[src/rtl/operand_scan_ctrl_if.sv]
// rtl/operand_scan_ctrl_if.sv - switch/button inputs and decoder-facing outputs of operand_scan_ctrl
interface operand_scan_ctrl_if;
    logic [3:0] sw;
    logic       btn_load_a;
    logic       btn_load_b;
    logic [3:0] A;
    logic [3:0] B;
    logic [3:0] AplusB;
    logic [3:0] AminusB;
    logic [3:0] anode;

    modport master (
        output sw, btn_load_a, btn_load_b,
        input  A, B, AplusB, AminusB, anode
    );

    modport slave (
        input  sw, btn_load_a, btn_load_b,
        output A, B, AplusB, AminusB, anode
    );
endinterface

[src/rtl/operand_scan_ctrl.sv]
// rtl/operand_scan_ctrl.sv - operand capture, mod-16 sum/difference and anode scan for the 7-seg decoder
// Optional inter-digit blanking is enabled by defining SCAN_BLANK_EN.
module operand_scan_ctrl #(
    parameter int REFRESH_DIV     = 100000,
    parameter int DEBOUNCE_CYCLES = 1000000,
    parameter int BLANK_CYCLES    = 1000
) (
    input  logic             clk,
    input  logic             rst_n,
    operand_scan_ctrl_if.slave bus
);

    localparam int              DW      = $clog2(DEBOUNCE_CYCLES + 1);
    localparam logic [DW-1:0]   DB_LAST = DW'(DEBOUNCE_CYCLES - 1);
`ifdef SCAN_BLANK_EN
    localparam int              PMAX    = (REFRESH_DIV > BLANK_CYCLES) ? REFRESH_DIV : BLANK_CYCLES;
`else
    localparam int              PMAX    = REFRESH_DIV;
`endif
    localparam int              PW      = $clog2(PMAX);
    localparam logic [PW-1:0]   REF_LAST = PW'(REFRESH_DIV - 1);

    localparam logic [1:0] DIG0 = 2'd0;
    localparam logic [1:0] DIG1 = 2'd1;
    localparam logic [1:0] DIG2 = 2'd2;
    localparam logic [1:0] DIG3 = 2'd3;

    // Index 0 is the A button, index 1 the B button.
    logic [1:0]    btn_raw;
    logic [1:0]    bs1_q, bs2_q;
    logic [1:0]    acc_q, acc_d;
    logic [1:0]    acc_dly_q;
    logic [1:0]    pulse_q;
    logic [DW-1:0] db_cnt_q [0:1];
    logic [DW-1:0] db_cnt_d [0:1];

    logic [3:0]    sw_s1_q, sw_s2_q;
    logic [3:0]    a_q, a_d, b_q, b_d;
    logic [3:0]    sum_q, diff_q;

    logic [1:0]    state_q, state_d, state_nxt;
    logic [PW-1:0] pre_q, pre_d;
    logic          blank_q, blank_d;

    assign btn_raw = {bus.btn_load_b, bus.btn_load_a};

    always_comb begin
        for (int i = 0; i < 2; i++) begin
            acc_d[i]    = acc_q[i];
            db_cnt_d[i] = '0;
            if (bs2_q[i] != acc_q[i]) begin
                if (db_cnt_q[i] == DB_LAST) begin
                    acc_d[i] = bs2_q[i];
                end else begin
                    db_cnt_d[i] = db_cnt_q[i] + DW'(1);
                end
            end
        end
    end

    always_comb begin
        a_d = a_q;
        b_d = b_q;
        if (pulse_q[0]) a_d = sw_s2_q;
        if (pulse_q[1]) b_d = sw_s2_q;
    end

    always_ff @(posedge clk or negedge rst_n) begin
        if (!rst_n) begin
            bs1_q       <= '0;
            bs2_q       <= '0;
            acc_q       <= '0;
            acc_dly_q   <= '0;
            pulse_q     <= '0;
            db_cnt_q[0] <= '0;
            db_cnt_q[1] <= '0;
            sw_s1_q     <= '0;
            sw_s2_q     <= '0;
            a_q         <= '0;
            b_q         <= '0;
            sum_q       <= '0;
            diff_q      <= '0;
        end else begin
            bs1_q       <= btn_raw;
            bs2_q       <= bs1_q;
            acc_q       <= acc_d;
            acc_dly_q   <= acc_q;
            // Rising edge of the accepted level only; releases never load.
            pulse_q     <= acc_q & ~acc_dly_q;
            db_cnt_q[0] <= db_cnt_d[0];
            db_cnt_q[1] <= db_cnt_d[1];
            sw_s1_q     <= bus.sw;
            sw_s2_q     <= sw_s1_q;
            a_q         <= a_d;
            b_q         <= b_d;
            sum_q       <= a_q + b_q;
            diff_q      <= a_q - b_q;
        end
    end

    always_comb begin
        case (state_q)
            DIG0:    state_nxt = DIG1;
            DIG1:    state_nxt = DIG2;
            DIG2:    state_nxt = DIG3;
            default: state_nxt = DIG0;
        endcase
    end

    always_comb begin
        state_d = state_q;
        pre_d   = pre_q + PW'(1);
        blank_d = 1'b0;
`ifdef SCAN_BLANK_EN
        blank_d = blank_q;
        if (blank_q) begin
            if (pre_q == PW'(BLANK_CYCLES - 1)) begin
                pre_d   = '0;
                blank_d = 1'b0;
                state_d = state_nxt;
            end
        end else if (pre_q == REF_LAST) begin
            pre_d   = '0;
            blank_d = 1'b1;
        end
`else
        if (pre_q == REF_LAST) begin
            pre_d   = '0;
            state_d = state_nxt;
        end
`endif
    end

    always_ff @(posedge clk or negedge rst_n) begin
        if (!rst_n) begin
            state_q <= DIG0;
            pre_q   <= '0;
            blank_q <= 1'b0;
        end else begin
            state_q <= state_d;
            pre_q   <= pre_d;
            blank_q <= blank_d;
        end
    end

    // Anode decodes straight from state so reset shows DIG0 without waiting for an edge.
    always_comb begin
        case (state_q)
            DIG0:    bus.anode = 4'b1110;
            DIG1:    bus.anode = 4'b1101;
            DIG2:    bus.anode = 4'b1011;
            default: bus.anode = 4'b0111;
        endcase
        if (blank_q) bus.anode = 4'b1111;
    end

    assign bus.A       = a_q;
    assign bus.B       = b_q;
    assign bus.AplusB  = sum_q;
    assign bus.AminusB = diff_q;

endmodule

[src/flat_wrapper.sv]
// flat-port wrapper written by rule: the top's interface ports become plain ports
module operand_scan_ctrl_flat 
#(
    parameter int REFRESH_DIV     = 100000,
    parameter int DEBOUNCE_CYCLES = 1000000,
    parameter int BLANK_CYCLES    = 1000
)
  (clk, rst_n, bus_sw, bus_btn_load_a, bus_btn_load_b, bus_A, bus_B, bus_AplusB, bus_AminusB, bus_anode);
  operand_scan_ctrl_if bus_i ();
  input  logic clk;
  input  logic rst_n;
  input wire logic [$bits(bus_i.sw)-1:0] bus_sw;
  input wire logic [$bits(bus_i.btn_load_a)-1:0] bus_btn_load_a;
  input wire logic [$bits(bus_i.btn_load_b)-1:0] bus_btn_load_b;
  output wire logic [$bits(bus_i.A)-1:0] bus_A;
  output wire logic [$bits(bus_i.B)-1:0] bus_B;
  output wire logic [$bits(bus_i.AplusB)-1:0] bus_AplusB;
  output wire logic [$bits(bus_i.AminusB)-1:0] bus_AminusB;
  output wire logic [$bits(bus_i.anode)-1:0] bus_anode;
  assign bus_i.sw = bus_sw;
  assign bus_i.btn_load_a = bus_btn_load_a;
  assign bus_i.btn_load_b = bus_btn_load_b;
  assign bus_A = bus_i.A;
  assign bus_B = bus_i.B;
  assign bus_AplusB = bus_i.AplusB;
  assign bus_AminusB = bus_i.AminusB;
  assign bus_anode = bus_i.anode;
  operand_scan_ctrl #(.REFRESH_DIV(REFRESH_DIV), .DEBOUNCE_CYCLES(DEBOUNCE_CYCLES), .BLANK_CYCLES(BLANK_CYCLES)) u_core (.clk(clk), .rst_n(rst_n), .bus(bus_i));
endmodule
[config.mk]
export PLATFORM = sky130hd
export DESIGN_NAME = operand_scan_ctrl_flat
export DESIGN_NICKNAME = d
export VERILOG_FILES = /design/src/rtl/operand_scan_ctrl_if.sv /design/src/rtl/operand_scan_ctrl.sv /design/src/flat_wrapper.sv
export SDC_FILE = /design/constraint.sdc
export NUM_CORES = 1
export LEC_CHECK = 0
export BUFFER_PORTS_ARGS = -buffer_cell sky130_fd_sc_hd__buf_2
export CAP_MARGIN = 0
export CORE_ASPECT_RATIO = 0.8
export CORE_UTILIZATION = 53
export DETAILED_ROUTE_END_ITERATION = 6
export PLACE_DENSITY_LB_ADDON = 0.12
export SYNTH_ARGS = -nofsm -noshare
export SYNTH_HDL_FRONTEND = slang
export SYNTH_SLANG_ARGS = --single-unit
[constraint.sdc]
create_clock -name clk -period 3.2 [get_ports clk]
set_input_delay 0.16 -clock clk [delete_from_list [all_inputs] [get_ports clk]]
set_output_delay 0.16 -clock clk [all_outputs]
set_load 0.01 [all_outputs]
Yosys cells after proc, flatten, opt, wreduce, memory -nomap -nowiden
Index checks and enable logic that the tools add are counted.
- register bits after elaboration: 93
- output and inout bits: 20
- word-level logic and storage cells: 40
- add/sub/neg operators: 5
- equality and inequality tests: 7
- multiplexer cells: 7
- bitwise logic cells: 2
- reduce and logical (&&, ||, !) cells: 3
- operators by type and width (cell ; number):
    two-way mux 20 bit ; 4
    adder 20 x 1 -> 20 bit, second input constant ; 2
    equality test 20 bit, second input constant ; 2
    adder 17 x 1 -> 17 bit, second input constant ; 1
    equality test 17 bit, second input constant ; 1
    two-way mux 17 bit ; 1
    one-hot mux 4 bit (3 select lines) ; 1
    one-hot mux 2 bit (3 select lines) ; 1
    adder 4 bit ; 1
    AND reduction 2 bit ; 2
    subtractor 4 bit ; 1
    bitwise AND 2 bit ; 1
    equality test 2 x 1 -> 1 bit, second input constant ; 1
    equality test 2 bit, second input constant ; 1
    zero test 2 bit ; 1
    != test 1 bit ; 2
    NOT 2 bit ; 1

Depth between registers and ports, before layout
- word-level depth: 3
- mapped depth: 6
- mapped depth without buffers: 6

Least setup slack after synthesis
OpenSTA, ideal clock, no wires.
- path kind: register -> register
- from: reg u_core.pre_q[13]
- to: reg u_core.state_q[1]
- setup time: 0.125 ns
- arrival time: 1.846 ns
- required time: 3.075 ns
- path slack: 1.230 ns
- stages on the path, launching flop included: 5
- clock period less this slack: 1.970 ns
- path through: dfrtp_1 or4b_2 nor4b_1 and4_1 mux2_2
- word-level cells in the longest chain between the ends: 1
- ends and longest elaborated chain (item ; RTL line ; RTL):
    start: declaration ; operand_scan_ctrl.sv:42 ; logic [PW-1:0] pre_q, pre_d;
    start signal: assignment ; operand_scan_ctrl.sv:141 ; pre_q <= pre_d;
    equality test 17 bit ; operand_scan_ctrl.sv:127 ; if (pre_q == REF_LAST) begin
    end signal: assignment ; operand_scan_ctrl.sv:140 ; state_q <= state_d;
    end: declaration ; operand_scan_ctrl.sv:41 ; logic [1:0] state_q, state_d, state_nxt;
Every way passes these cells.
A chain may end at the register's enable or synchronous reset.

Worst setup path in the final report
Same ends and word-level chain as after synthesis.

==> reports/summary.json <==
{
  "synth_warn": {"value": 0},
  "drt_drc": {"value": 0},
  "number_of_buffers_added_by_the_clock_tree_synthesis_step": {"value": 9},
  "placed_cell_area": {"value": 0.004427, "unit": "mm2"},
  "grt_antenna_before_repair": {"value": 0},
  "fin_nets": {"value": 441},
  "r2r_slack": {"value": 0.83, "unit": "ns"},
  "die_area": {"value": 0.008254, "unit": "mm2"},
  "synth.lib_cells_used.distinct": {"value": 39},
  "critical-path-slowest-cell": {"value": "or4b_2"},
  "number_of_failing_setup_endpoints_in_the_final_timing_report": {"value": 0},
  "die_h": {"value": 81.46, "unit": "um"},
  "synth.yosys.seq_area_share": {"value": 0.5504},
  "via_count_normalized_by_instance_count": {"value": 5.330},
  "status": {"value": "completed"},
  "start_util": {"value": 0.5553},
  "cp_slowest_stage_delay": {"value": 0.68, "unit": "ns"},
  "yosys_register_bits": {"value": 92},
  "crit_path_cell_trace": {"value": "or4b_2 > nor4b_1 > and4_1 > mux2_2"},
  "timing_max_transition_violations_final": {"value": 0},
  "crit_path_end_kind": {"value": "flip-flop"},
  "drt-wirelength-per-cell": {"value": 13.07, "unit": "um"},
  "pleak": {"value": 2.095, "unit": "nW"},
  "power.ir.vdd_worst": {"value": 0.0003468, "unit": "V"},
  "io_pins": {"value": 28},
  "post_cts_buffers": {"value": 0},
  "pin_count_of_the_biggest_net_entering_global_routing": {"value": 34},
  "startpoint_type": {"value": "flip-flop"},
  "drt_first_pass_iters": {"value": 4},
  "placement_rows": {"value": 28},
  "detail_route.wirelength": {"value": 6888, "unit": "um"},
  "final_weighted_congestion_in_routability_driven_placement": {"value": 0.7731},
  "floorplan.die.width": {"value": 101.3, "unit": "um"},
  "insertedDiodeCount": {"value": 0},
  "synth-main-ff-cell": {"value": "dfrtp_1"},
  "place.detailed.hpwl": {"value": 4665, "unit": "um"},
  "numClockSinks": {"value": 92},
  "fmax": {"value": 422.4, "unit": "MHz"},
  "ctsRootBufferMaster": {"value": "clkbuf_8"},
  "syn_area_per_cell": {"value": 11.07, "unit": "um2"},
  "cts.htree.levels": {"value": 3},
  "post-route-util": {"value": 0.6208},
  "grt.overflow.total": {"value": 0},
  "worstSkewPairLatency": {"value": 0.36, "unit": "ns"},
  "ctsResizeCount": {"value": 0},
  "synth-edff-count": {"value": 0},
  "design_area": {"value": 0.004676, "unit": "mm2"},
  "r2r-start": {"value": "u_core.pre_q[13]"},
  "finalWorstPathRequiredPeriod": {"value": 2.367, "unit": "ns"},
  "cts_buffer_depth": {"value": 2},
  "total_power_density_per_cell_area": {"value": 415.1, "unit": "mW/mm2"},
  "fill_cells": {"value": 607},
  "fin_skew": {"value": 0.009045, "unit": "ns"},
  "mappedNetlistArea": {"value": 0.004183, "unit": "mm2"},
  "hold-worst-slack": {"value": 0.2444, "unit": "ns"},
  "timing.hold.worst.class": {"value": "primary input to asynchronous set/reset pin"},
  "flow.area_growth_from_synthesis": {"value": 11.79, "unit": "%"},
  "overall_fraction_of_global_route_tracks_in_use": {"value": 0.1931},
  "portBuffers": {"value": 27},
  "critPathLaunch": {"value": "u_core.pre_q[13]"},
  "tightestPinTransition": {"value": 0.7754, "unit": "ns"},
  "first_pass_grt_wire_length": {"value": 12050, "unit": "um"},
  "first_global_vias": {"value": 2655},
  "vias": {"value": 2809},
  "critical_path_peak_fanout": {"value": 11},
  "post_synthesis_cell_count": {"value": 378},
  "tcrit_tclk_final": {"value": 0.7398},
  "timing_hold_violations_final": {"value": 0},
  "async_flop_share": {"value": 1.000},
  "max_slew_margin": {"value": 0.4831},
  "cp.arrival": {"value": 2.62, "unit": "ns"},
  "critical_path_class": {"value": "flip-flop to flip-flop"},
  "drt-initial-drc-count": {"value": 123},
  "route.antenna.remaining_nets": {"value": 0},
  "crit_required": {"value": 3.45, "unit": "ns"},
  "mappedNetlistNets": {"value": 402},
  "design.core.area": {"value": 0.007532, "unit": "mm2"},
  "path_clk_slew": {"value": 0.09, "unit": "ns"},
  "tritoncts": {"value": "done"},
  "grt_setup_unrepaired": {"value": "false"},
  "tns_setup": {"value": 0, "unit": "ns"},
  "post_route_cells_drive_above_1_share": {"value": 0.1398},
  "number_of_maximum_capacitance_violations": {"value": 0}
}
[routing by layer]
layer	vias up	GRT usage	part of all wire
met5	-	0	0
met4	0	0.06232	0.011
met3	7	0.06128	0.046
met2	55	0.2973	0.44
met1	1351	0.2620	0.50
li1	1396	-	-
[per-stage QoR]
step                      power (mW)  setup WS, ns  std cells
after CTS                      1.970        0.8449        527
final                          1.941        0.8328        527
after global routing           2.038        0.7052        527
after detailed placement       1.262        0.8541        504
after floorplan                1.226         1.230        378
after global placement         1.261        0.8886        504
[registers in the layout, indices dropped and copies added (netlist names)]
register	count
u_core.state_q	2
u_core.pre_q	17
u_core.bs1_q	2
u_core.bs2_q	2
u_core.bus.AminusB	3
u_core.acc_dly_q	2
u_core.pulse_q	2
u_core.bus.A	4
u_core.bus.B	4
u_core.db_cnt_q	40
u_core.bus.AplusB	4
u_core.sw_s1_q	4
u_core.acc_q	2
u_core.sw_s2_q	4
[power by group]
| group | internal, mW | total [mW] | switching, mW |
|---|---|---|---|
| registers | 1.18 | 1.19 | 0.0116 |
| logic | 0.0190 | 0.0564 | 0.0374 |
| clock network | 0.305 | 0.698 | 0.393 |
| total | 1.50 | 1.94 | 0.442 |
[cells in the final DEF (no fill, tap or decap), types with 11 or more instances in the layout]
cell / n
o21ai_0: 13
ha_1: 14
nor2_1: 36
nand2_1: 16
xor2_1: 19
a21oi_1: 14
buf_2: 26
inv_1: 23
nand3_1: 26
dfrtp_1: 92
nand4_1: 11
xnor2_1: 27
[worst paths after layout]
path | to | cells past startpoint
max | u_core.state_q[1] | 4
min | u_core.bus.AplusB[0] | 2
max reg2reg | u_core.state_q[1] | 4
min reg2reg | u_core.sw_s2_q[0] | 0
max in group asynchronous | u_core.db_cnt_q[22] | 3
min in group clk | u_core.sw_s2_q[0] | 0
[synth_stat cells, types with 7 or more instances]
cell type / count / area [um2]
nand4_1: 11 / 68.82
mux2_2: 7 / 78.83
xnor2_1: 27 / 236.5
nor4_1: 10 / 62.56
nor3_1: 10 / 50.05
dfrtp_1: 92 / 2302
a21oi_1: 14 / 70.07
nor2_1: 36 / 135.1
inv_1: 23 / 86.33
nand3_1: 26 / 130.1
nand2_1: 16 / 60.06
xor2_1: 19 / 166.4
o21ai_0: 13 / 65.06
ha_1: 14 / 175.2
and4_1: 8 / 70.07
[layout make-up]
class,instances,area [um2],share of cell area
Sequential cell,92,2302,0.4924
Multi-Input combinational cell,254,1747,0.3736
Timing Repair Buffer,37,230.2,0.04924
Clock buffer,11,141.4,0.03024
Tap cell,105,131.4,0.02810
Inverter,23,86.33,0.01846
Clock inverter,5,37.54,0.008028
[cell families (layout without fill, tap and decap cells)]
family          after synthesis  after routing  share of synthesized area
xor+xnor                     46             46                    0.09632
fa+ha+maj                    16             16                    0.05145
simple gates                149            149                     0.1971
flops                        92             92                     0.5504
compound gates               35             35                    0.05145
buf+inv                      32             76                    0.03201
mux                           8              8                    0.02124
[worst max-delay path, delay by kind of cell, from the launching register on]
kind / cells / cell delay (ns)
DFF: 1 / 0.42
and+or+nand+nor: 3 / 1.46
muxes: 1 / 0.38
[repair_timing]
item                                   in CTS  in global routing
endpoints found under the hold margin      33                  0
setup endpoints to repair                   0                  0
hold buffers                                7                  0
Note: power is estimated with default switching activity, not from simulation.
